File: src/rtl/fifo_pkg.sv
// ============================================================================
// fifo_pkg
// ----------------------------------------------------------------------------
// Purpose
//    Shared types and constants for the FIFO read-side stream adapter
//    (fifo_stream_reader) and its small skid/circular buffer (stream_buf).
//
// Contents
//    STREAM_BUF_DEPTH  number of words the stream buffer can hold
//    buf_ptr_t         read/write pointer into the stream buffer
//    buf_cnt_t         occupancy count of the stream buffer (0..3)
//    nextPtr()         pointer increment with wrap at the buffer depth
// ============================================================================

package fifo_pkg;

   // Three entries are exactly enough to cover the two-cycle round trip of a
   // standard-mode FIFO read (request, then data) plus one word sitting on the
   // output, so the reader can keep streaming at one word per cycle and still
   // never over-issue when the downstream stalls.
   localparam int STREAM_BUF_DEPTH = 3;

   typedef logic [1:0] buf_ptr_t;
   typedef logic [1:0] buf_cnt_t;

   // Pointers run 0,1,2,0,... rather than using the natural 2-bit wrap,
   // because the buffer depth is not a power of two.
   function automatic buf_ptr_t nextPtr(input buf_ptr_t ptr);
      buf_ptr_t result;
      if (ptr == buf_ptr_t'(STREAM_BUF_DEPTH - 1)) begin
         result = '0;
      end else begin
         result = ptr + buf_ptr_t'(1);
      end
      return result;
   endfunction

endpackage

File: src/rtl/fifo_stream_reader_stream_buf.sv
// ============================================================================
// stream_buf
// ----------------------------------------------------------------------------
// Purpose
//    Three-entry circular buffer that holds words returned by the FIFO until
//    the downstream consumer takes them. Handles pointer wrap and the
//    simultaneous push/pop case internally so the parent only has to say
//    "a word arrived" and "a word left".
//
// Ports
//    CLK      in   clock
//    RST      in   synchronous active-high reset, clears pointers and count
//    push_i   in   write data_i into the next free slot this cycle
//    pop_i    in   release the oldest word this cycle
//    data_i   in   word to store on push
//    data_o   out  oldest stored word (head of the buffer)
//    cnt_o    out  number of words currently stored, 0..3
// ============================================================================

module stream_buf
   import fifo_pkg::*;
#(
   parameter int WIDTH = 32
) (
   input  logic             CLK,
   input  logic             RST,
   input  logic             push_i,
   input  logic             pop_i,
   input  logic [WIDTH-1:0] data_i,
   output logic [WIDTH-1:0] data_o,
   output buf_cnt_t         cnt_o
);

   logic [WIDTH-1:0] mem_q [STREAM_BUF_DEPTH];

   buf_ptr_t wrPtr_q;
   buf_ptr_t wrPtr_d;
   buf_ptr_t rdPtr_q;
   buf_ptr_t rdPtr_d;
   buf_cnt_t cnt_q;
   buf_cnt_t cnt_d;

   logic doPush;
   logic doPop;

   // Qualify the raw requests against the occupancy. A pop of an empty
   // buffer is ignored, and a push into a full buffer is only taken when a
   // pop frees a slot in the same cycle. The parent never asks for either
   // illegal case, but guarding here keeps the pointers and count coherent
   // even if it ever did.
   always_comb begin
      doPop  = pop_i & (cnt_q != buf_cnt_t'(0));
      doPush = push_i & ((cnt_q != buf_cnt_t'(STREAM_BUF_DEPTH)) | doPop);
   end

   // Next-state for pointers and occupancy. Push and pop together leave the
   // count untouched, whatever its current value; each pointer still moves.
   always_comb begin
      wrPtr_d = wrPtr_q;
      rdPtr_d = rdPtr_q;
      cnt_d   = cnt_q;
      if (doPush) begin
         wrPtr_d = nextPtr(wrPtr_q);
      end
      if (doPop) begin
         rdPtr_d = nextPtr(rdPtr_q);
      end
      unique case ({doPush, doPop})
         2'b10:   cnt_d = cnt_q + buf_cnt_t'(1);
         2'b01:   cnt_d = cnt_q - buf_cnt_t'(1);
         default: cnt_d = cnt_q;
      endcase
   end

   // Control state register. Reset empties the buffer; the stored words are
   // simply abandoned because the count says none are valid.
   always_ff @(posedge CLK) begin
      if (RST) begin
         wrPtr_q <= '0;
         rdPtr_q <= '0;
         cnt_q   <= '0;
      end else begin
         wrPtr_q <= wrPtr_d;
         rdPtr_q <= rdPtr_d;
         cnt_q   <= cnt_d;
      end
   end

   // Storage array. It has no reset: the data is meaningless until the count
   // marks a slot as occupied, so clearing it would buy nothing.
   always_ff @(posedge CLK) begin
      if (doPush) begin
         mem_q[wrPtr_q] <= data_i;
      end
   end

   // The head word is read straight out of the array, so it stays put for as
   // long as the read pointer does, which is what keeps the output stable
   // under backpressure.
   always_comb begin
      data_o = mem_q[rdPtr_q];
      cnt_o  = cnt_q;
   end

endmodule

File: src/rtl/fifo_stream_reader.sv
// ============================================================================
// fifo_stream_reader
// ----------------------------------------------------------------------------
// Purpose
//    Read-side consumer for a standard-mode (non first-word-fall-through)
//    sync FIFO, where read data appears with VALID one cycle after RD_EN.
//    Issues reads, catches the returned words in a 3-entry buffer and
//    presents them as a valid/ready stream that sustains one word per cycle
//    under arbitrary backpressure.
//
// Parameters
//    WIDTH    data word width, must match the FIFO
//    PKT_LEN  beats per packet for M_TLAST (only used with TLAST enabled)
//
// Ports
//    CLK             in   clock
//    RST             in   synchronous active-high reset (reset the FIFO too)
//    FIFO_RD_EN      out  read request to the FIFO
//    FIFO_VALID      in   FIFO read data present this cycle
//    FIFO_RD_DATA    in   FIFO read data
//    FIFO_EMPTY      in   FIFO empty flag
//    FIFO_UNDERFLOW  in   FIFO underflow flag
//    M_TVALID        out  output word valid
//    M_TDATA         out  output word
//    M_TREADY        in   downstream accepts the word
//    M_TLAST         out  last beat of a packet, 0 when TLAST is compiled out
//    ERR_PROTO       out  sticky protocol error, cleared only by RST
//
// Build option
//    FIFO_STREAM_READER_TLAST_EN  when defined, a beat counter drives M_TLAST
//                                 every PKT_LEN handshakes; when undefined,
//                                 no counter exists and M_TLAST is 0.
// ============================================================================

module fifo_stream_reader
   import fifo_pkg::*;
#(
   parameter int WIDTH   = 32,
   parameter int PKT_LEN = 16
) (
   input  logic             CLK,
   input  logic             RST,
   output logic             FIFO_RD_EN,
   input  logic             FIFO_VALID,
   input  logic [WIDTH-1:0] FIFO_RD_DATA,
   input  logic             FIFO_EMPTY,
   input  logic             FIFO_UNDERFLOW,
   output logic             M_TVALID,
   output logic [WIDTH-1:0] M_TDATA,
   input  logic             M_TREADY,
   output logic             M_TLAST,
   output logic             ERR_PROTO
);

   logic     infl_q;
   logic     infl_d;
   logic     err_q;
   logic     err_d;

   buf_cnt_t bufCnt;
   logic     bufPush;
   logic     bufPop;
   logic     rdEn;
   logic     outValid;
   logic [2:0] committed;

   // Read issue. Every word already buffered or still on its way back from
   // the FIFO has a reserved slot, so a new read is only issued while that
   // total is below the buffer depth. M_TREADY deliberately plays no part:
   // that keeps the downstream ready off the FIFO read-enable path, and the
   // third buffer slot is what lets us get away without it.
   always_comb begin
      committed = {1'b0, bufCnt} + {2'b00, infl_q};
      rdEn      = ~RST & ~FIFO_EMPTY & (committed < 3'(STREAM_BUF_DEPTH));
   end

   // In-flight tracking and error detection. The FIFO answers a read exactly
   // one cycle later, so "a read is in flight" is just last cycle's RD_EN.
   // A word only enters the buffer when it was asked for; a word nobody asked
   // for is dropped. Any mismatch between requests and returns, or an
   // underflow reported by the FIFO, latches the sticky error.
   always_comb begin
      infl_d  = rdEn;
      bufPush = FIFO_VALID & infl_q;
      err_d   = err_q
              | (FIFO_VALID & ~infl_q)
              | (~FIFO_VALID & infl_q)
              | FIFO_UNDERFLOW;
   end

   // State register for the in-flight flag and the sticky error.
   always_ff @(posedge CLK) begin
      if (RST) begin
         infl_q <= 1'b0;
         err_q  <= 1'b0;
      end else begin
         infl_q <= infl_d;
         err_q  <= err_d;
      end
   end

   // Output side of the stream. Valid is simply "the buffer holds something",
   // forced low during reset so nothing leaks out while the rest of the
   // system is being cleared. A handshake releases the head word.
   always_comb begin
      outValid = ~RST & (bufCnt != buf_cnt_t'(0));
      bufPop   = outValid & M_TREADY;
   end

   stream_buf #(
      .WIDTH  (WIDTH)
   ) u_buf (
      .CLK    (CLK),
      .RST    (RST),
      .push_i (bufPush),
      .pop_i  (bufPop),
      .data_i (FIFO_RD_DATA),
      .data_o (M_TDATA),
      .cnt_o  (bufCnt)
   );

   // Drive the remaining outputs. The error flag is gated with RST so it
   // reads clear for the whole reset pulse, not just after the first edge.
   always_comb begin
      FIFO_RD_EN = rdEn;
      M_TVALID   = outValid;
      ERR_PROTO  = ~RST & err_q;
   end

`ifdef FIFO_STREAM_READER_TLAST_EN

   // One extra bit beyond $clog2 keeps the counter at least one bit wide
   // for PKT_LEN = 1, where the final beat is every beat.
   localparam int BEAT_W = $clog2(PKT_LEN) + 1;
   localparam logic [BEAT_W-1:0] LAST_BEAT = BEAT_W'(PKT_LEN - 1);

   logic [BEAT_W-1:0] beat_q;
   logic [BEAT_W-1:0] beat_d;

   // Beat counter. It advances only on an accepted beat, so a stalled word
   // keeps its TLAST value, and it wraps after the last beat of a packet.
   always_comb begin
      beat_d = beat_q;
      if (bufPop) begin
         if (beat_q == LAST_BEAT) begin
            beat_d = '0;
         end else begin
            beat_d = beat_q + BEAT_W'(1);
         end
      end
   end

   // Beat counter register; reset starts the next packet from beat 0.
   always_ff @(posedge CLK) begin
      if (RST) begin
         beat_q <= '0;
      end else begin
         beat_q <= beat_d;
      end
   end

   // TLAST marks the word currently offered, and only while it is valid.
   always_comb begin
      M_TLAST = outValid & (beat_q == LAST_BEAT);
   end

`else

   // Without packet framing TLAST is constant zero. PKT_LEN still appears in
   // the expression so the parameter list means the same in both builds.
   always_comb begin
      M_TLAST = 1'b0 & (PKT_LEN < 1);
   end

`endif

endmodule
File: config.mk
export PLATFORM = sky130hd
export DESIGN_NAME = fifo_stream_reader
export DESIGN_NICKNAME = d
export VERILOG_FILES = /design/src/rtl/fifo_pkg.sv /design/src/rtl/fifo_stream_reader_stream_buf.sv /design/src/rtl/fifo_stream_reader.sv
export SDC_FILE = /design/constraint.sdc
export NUM_CORES = 1
export LEC_CHECK = 0
export CAP_MARGIN = 5
export CORE_MARGIN = 2
export CORE_UTILIZATION = 39
export CTS_CLUSTER_SIZE = 10
export DETAILED_ROUTE_END_ITERATION = 8
export HOLD_SLACK_MARGIN = 0.15
export PLACE_DENSITY_LB_ADDON = 0.15
export SYNTH_ARGS = -nofsm -noshare
export SYNTH_HDL_FRONTEND = slang
export SYNTH_HIERARCHICAL = 1
export SYNTH_SLANG_ARGS = --single-unit
File: constraint.sdc
create_clock -name CLK -period 4.5 [get_ports CLK]
set_input_delay 1.125 -clock CLK [delete_from_list [all_inputs] [get_ports CLK]]
set_output_delay 1.125 -clock CLK [all_outputs]
set_load 0.005 [all_outputs]
==> metrics.md, run 1 <==
| Metric | Value |
|---|---|
| Final RePlAce weighted congestion | 0.674 |
| Core Area | 0.0102 mm2 |
| Sw Share | 20.1% |
| Antenna-violating nets left | 0 |
| Post-CTS setup buffer count | 0 |
| Vias in the first global route | 2206 |
| Static Leak | 1.57 nW |
| CP max FO | 14 |
| FF+latch count, synth | 106 |
| Largest net degree at the start of global routing | 40 |
| Clock Skew | 0.00918 ns |
| Seq/Total Area, Yosys | 76.4% |
| Worst R2R Setup Slack | 2.36 ns |
| WP data arrival | 2.53 ns |
| Layout cells sized above 1 | 10.3% |
| Syn Nets | 296 |
| Clk Latency, worst-skew pair | 0.35 ns |
| Clock network fraction of total power | 32.3% |
| Core Util, Final | 50.6% |
| Synth cell types | 30 |
| Critical Path Sink Type | output pin |
| Post-Layout Cell Count | 475 |
| I/O Buffers | 72 |
| Tcrit/Tclk final | 81.1% |
| Initial Utilization | 39.6% |
| DIE HEIGHT | 106 um |
| Reg-to-Reg Start | u_buf/cnt_o[1] |
| Power Total | 1.75 mW |
| Worst-Margin Slew | 0.700 ns |
| Part of the power in combinational logic | 5.2% |
| Peak VDD IR | 0.000170 V |
| Synth-to-layout area growth | 27.6% |
| Worst hold path class | reg -> reg |
| Worst EP required | 3.38 ns |
| CTS H-tree depth | 3 |
| Yosys top cell area share | 71.4% |
| Rows | 37 |
| DR pass1 iterations | 3 |
| WS Path Type | in -> out |
| Post-layout instance area | 0.00515 mm2 |
| DR vias/cell | 4.73 |
| N_diodes | 0 |
| PwrDens | 340 mW/mm2 |
| Inserted Clock Buffers | 9 |
| Num Clock Sinks | 106 |
| Die area | 0.0112 mm2 |
| Leading area contributor after synthesis | edfxtp_1 |
| IO Count | 74 |
| WHS Path Cells | 2 |
| Wire per inst | 14.8 um |
| Total congestion overflow | 0 |
| Commonest non-fill, non-tap cell in the layout | edfxtp_1 |
| Status | finished, final reports clean |
| RSZ-0062 raised after global routing | false |
| Max-slew headroom | 53.4% |
| Total GRT Usage | 13.1% |
| CTS clk-pin slew, worst paths | 0.10 ns |
| Final nets | 375 |
| Hold path start | u_buf/rdPtr_q[0] |
| TritonCTS clock tree | built |
| Post-detail-place hpwl | 4300 um |
| Clk Tree Root Cell | clkbuf_8 |
| Final setup vio count | 0 |
| Synthesized cell area | 0.00404 mm2 |
| P_int | 1.40 mW |
| Fin. Hold Viols | 0 |
| Final min period | 3.65 ns |
| Worst setup SP type | input port |
| Resized cells post-CTS | 0 |
| Yosys warns | 6 |
| First-pass GRT wire length | 10900 um |
| R2R Path End | u_buf/mem_q[1][23] |
| First DRT Iteration DRCs | 68 |
| Initial antenna violation count | 0 |
| Die width | 106 um |
| Placed Area | 0.00496 mm2 |
| Syn avg cell area | 15.8 um2 |
| Final Max Slew Viols | 0 |
| Net Sw Power | 351 uW |
| Max-cap violations | 0 |
| Vias | 2246 |
| Post-Synthesis Cells | 256 |
| Fmax | 0.274 GHz |
| Placed insts | 460 |
| Reg power frac | 62.4% |
| Longest Clk Path Bufs | 2 |
| DRC viols | 0 |
| Reg2Reg Depth | 6 |
| Commonest cells after routing, fill and taps aside | edfxtp_1, clkdlybuf4s50_1, nand2_1 |
| Routed WL | 7030 um |
| Post-CTS Hold Fix Bufs | 0 |
| Most area-consuming cells after synthesis | edfxtp_1, mux2i_1, dfxtp_1, nand2_1, o21ai_1 |
| Fin Setup TNS | 0 ns |
## metrics by stage
stage                     hold slack [ns]  worst slack (ns)
after floorplan                     0.446             0.870
after global placement              0.473             0.851
after detailed placement            0.481             0.833
after CTS                           0.497             0.825
after global routing                0.536             0.768
final                               0.489             0.849
## critical path, stage by stage
cell,delay (ns)
clkdlybuf4s50_1,0.39
buf_4,0.18
a2111oi_1,0.26
clkdlybuf4s50_1,0.56
## power by group through the flow
| stage | registers, mW | logic, mW | clock network (mW) |
|---|---|---|---|
| after CTS | 1.09 | 0.0938 | 0.586 |
| after detailed placement | 1.12 | 0.0933 | 0 |
| after floorplan | 1.11 | 0.0255 | 0 |
| after global routing | 1.09 | 0.100 | 0.624 |
| after global placement | 1.11 | 0.0923 | 0 |
| final | 1.09 | 0.0918 | 0.566 |
## synth_stat cells, drive strengths merged
master    n
or3b      3
and2      1
conb      1
ha        2
or2b      1
nand3     1
a21oi     6
clkbuf    6
a2111oi   2
mux2      1
dfxtp    10
mux2i    33
nor2b     2
and2b     1
nor2      3
nand2b    1
or3       2
nor3b     3
nand2    36
and3      1
nor3      2
edfxtp   96
o21ai    35
xnor2     1
buf       6
## logic make-up (layout without fill, tap and decap cells)
family                     Yosys count  after routing  synth area share [%]
AOI/OAI and AO/OA                   43             43                  5.98
xor gates and xnor gates             1              1                 0.217
adders and majority gates            2              2                 0.620
buffers and inverters               12             95                  1.55
DFF                                106            106                  76.4
muxes                               34             34                  8.46
other                                1              1                0.0929
and+or+nand+nor                     57             57                  6.72
## flip-flops by register name (all words and copies together) (netlist names), named ones only
signal,count
u_buf/rdPtr_q,2
u_buf/mem_q,96
u_buf/cnt_o,2
infl_q,1
u_buf/wrPtr_q,2
err_q,1
## worst max-delay path by stage
stage,start,endpoint,slack (ns)
3_3_place_gp,RST,FIFO_RD_EN,0.85
3_5_place_dp,RST,FIFO_RD_EN,0.83
2_1_floorplan,RST,u_buf/mem_q[1][0],0.87
5_1_grt,RST,FIFO_RD_EN,0.77
6_report,RST,FIFO_RD_EN,0.85
4_1_cts,RST,FIFO_RD_EN,0.83
## per-layer routing
metal	vias up	share of wire (%)	GRT usage [%]	wire [um]
li1	1109	-	-	-
met1	1090	45	15.7	3130
met2	40	50	22.4	3530
met3	7	4.0	4.21	283
met4	0	1.2	4.23	85
met5	-	0	0	0
## final cells by class
class / instances / area, um2
clock buffers: 9 / 124
clock inverters: 6 / 67.6
fillers: 883 / 5030
multi-input cells: 138 / 926
flip-flops and latches: 106 / 3090
well taps: 136 / 170
repair buffers: 80 / 781
Note: power is estimated with default switching activity, not from simulation.
==> run 2, diff against run 1 <==
==> constraint.sdc (replaced) <==
create_clock -name CLK -period 3.13 [get_ports CLK]
set_input_delay 0.7825 -clock CLK [delete_from_list [all_inputs] [get_ports CLK]]
set_output_delay 0.7825 -clock CLK [all_outputs]
set_load 0.005 [all_outputs]
==> run 2 against run 1 <==
Clock skew is 0.0013 ns higher. Critical path type is now reg -> out. Wire length is 0.23% lower. First-iteration DRC count is 71% higher. Combinational power is 46% higher. Critical endpoint unchanged. Clock-buffer cell count stayed put. Power is 40% higher.
==> metrics.md, run 2 (synthesis gave the netlist of run 1 again) <==
| Metric | Value |
|---|---|
| Clock Skew | 0.0105 ns (+0.00129 ns) |
| Clk Latency, worst-skew pair | 0.36 ns (about the same) |
| Layout cells sized above 1 | 11.3% (+1.0 points) |
| Filler instances | 900 (+1.9%) |
| RSZ-0062 raised after global routing | false |
| Worst EP required | 2.35 ns (-1.03 ns) |
| IO Count | 74 (unchanged) |
| Fmax | 0.339 GHz |
| N_diodes | 0 (unchanged) |
| WP data arrival | 2.17 ns (-0.36 ns) |
| Post-Place Worst Slack | 0.216 ns (-0.618 ns) |
| TritonCTS clock tree | built |
| Rows | 37 (unchanged) |
| Post-detail-place hpwl | 4490 um (+4.5%) |
| Final setup vio count | 0 (unchanged) |
| Routed WL | 7010 um (-0.23%) |
| Post-CTS setup buffer count | 0 (unchanged) |
| Antenna-violating nets left | 0 (unchanged) |
| Top reg by flops | u_buf/mem_q |
| Final Max Slew Viols | 0 (unchanged) |
| Max FFs per register | 96 (unchanged) |
| Commonest cells after routing, fill and taps aside | edfxtp_1, clkdlybuf4s50_1, nand2_1 |
| Wire per inst | 14.6 um (-1.3%) |
| Vias in the first global route | 2227 (+0.95%) |
| Initial Utilization | 39.6% (unchanged) |
| Worst-Margin Slew | 0.535 ns (-0.164 ns) |
| Max-cap violations | 0 (unchanged) |
| Die area | 0.0112 mm2 (unchanged) |
| Total congestion overflow | 0 (unchanged) |
| Synth-to-layout area growth | 28.3% |
| First DRT Iteration DRCs | 116 (+71%) |
| I/O Buffers | 72 (unchanged) |
| First-pass GRT wire length | 11400 um (+4.3%) |
| Final WS setup | 0.182 ns (-0.667 ns) |
| Post-CTS Hold Fix Bufs | 0 (unchanged) |
| Max-slew headroom | 64.3% (+11 points) |
| Status | finished, final reports clean |
| Worst hold path class | reg -> reg |
| Total GRT Usage | 13.6% (+0.52 points) |
| Clk Tree Root Cell | clkbuf_8 |
| Static Leak | 1.59 nW (+1.2%) |
| Final min period | 2.95 ns |
| Critical Path Sink Type | output pin |
| DRC viols | 0 (unchanged) |
| Worst setup SP type | register |
| Peak VDD IR | 0.000269 V (+58%) |
| Commonest non-fill, non-tap cell in the layout | edfxtp_1 |
| WS Path Type | reg -> out |
| Vias | 2278 (+1.4%) |
| Tcrit/Tclk final | 94.2% |
| Fin. Hold Viols | 0 (unchanged) |
| Core Area | 0.0102 mm2 (unchanged) |
| CTS clk-pin slew, worst paths | 0.09 ns (about the same) |
| DR vias/cell | 4.75 (+0.37%) |
| Final nets | 379 (+1.1%) |
| Largest net degree at the start of global routing | 29 (-28%) |
| Longest Clk Path Bufs | 2 (unchanged) |
| PwrDens | 474 mW/mm2 (+40%) |
| Num Clock Sinks | 106 (unchanged) |
| CTS H-tree depth | 3 (unchanged) |
| Initial antenna violation count | 0 (unchanged) |
| CP max FO | 7 (-7) |
| Core Util, Final | 50.9% (+0.26 points) |
| Die width | 106 um (unchanged) |
| Inserted Clock Buffers | 9 (unchanged) |
| Resized cells post-CTS | 0 (unchanged) |
| DR pass1 iterations | 4 (+1) |
| Fin Setup TNS | 0 ns (unchanged) |
| DIE HEIGHT | 106 um (unchanged) |
| Final RePlAce weighted congestion | 0.683 (+1.4%) |
run 2: cell count changes in the layout (fill, tap and decap cells not counted), sizes merged:
cell      change
bufinv        -1
clkinv        +1
inv           +2
clkinvlp      -1
buf           +4
run 2: worst max-delay path, cell delays in order, from the launching register on:
cell and delay [ns]:
dfxtp_2 0.37, ha_1 0.19, ha_1 0.30, a2111oi_1 0.39, clkdlybuf4s50_1 0.56
run 2: worst paths after layout:
kind | cells past startpoint | from | endpoint | slack [ns]
min | 2 | u_buf/rdPtr_q[1] | register | 0.50
max | 4 | u_buf/cnt_o[0] | FIFO_RD_EN | 0.18
max reg2reg | 5 | u_buf/cnt_o[1] | u_buf/mem_q[2][31] | 1.14
min reg2reg | 2 | u_buf/rdPtr_q[1] | register | 0.50
run 2: area by class of cell:
type                       instances  area [um2]  area share (%)
sequential                       106        3090            59.6
multi-input combinational        138         926            17.9
timing repair buffer              84         823            15.9
tap                              136         170            3.29
clock buffer                       9         124            2.39
clock inverter                     7        50.0           0.966
run 2: power breakdown:
group / internal [mW] / leakage (nW) / switching [mW]
Combinational: 0.0821 / 0.556 / 0.0518
Clock: 0.294 / 0.0857 / 0.457
Sequential: 1.56 / 0.952 / 0.00814
Total: 1.94 / 1.59 / 0.517
run 2: through the flow:
stage / hold WS (ns) / cell area (um2) / total power, mW / cells
after floorplan: 0.446 / 4070 / 1.64 / 256
after global placement: 0.471 / 5000 / 1.74 / 464
after detailed placement: 0.478 / 5000 / 1.74 / 464
after CTS: 0.497 / 5180 / 2.49 / 480
after global routing: 0.516 / 5180 / 2.55 / 480
final: 0.496 / 5180 / 2.45 / 480
run 2: layer usage:
layer / GRT usage [%] / vias to the layer above / part of all wire [%]
met5: 0 / - / 0
li1: - / 1122 / -
met1: 17.6 / 1095 / 44
met2: 21.9 / 52 / 50
met3: 3.46 / 9 / 3.9
met4: 5.92 / 0 / 1.4
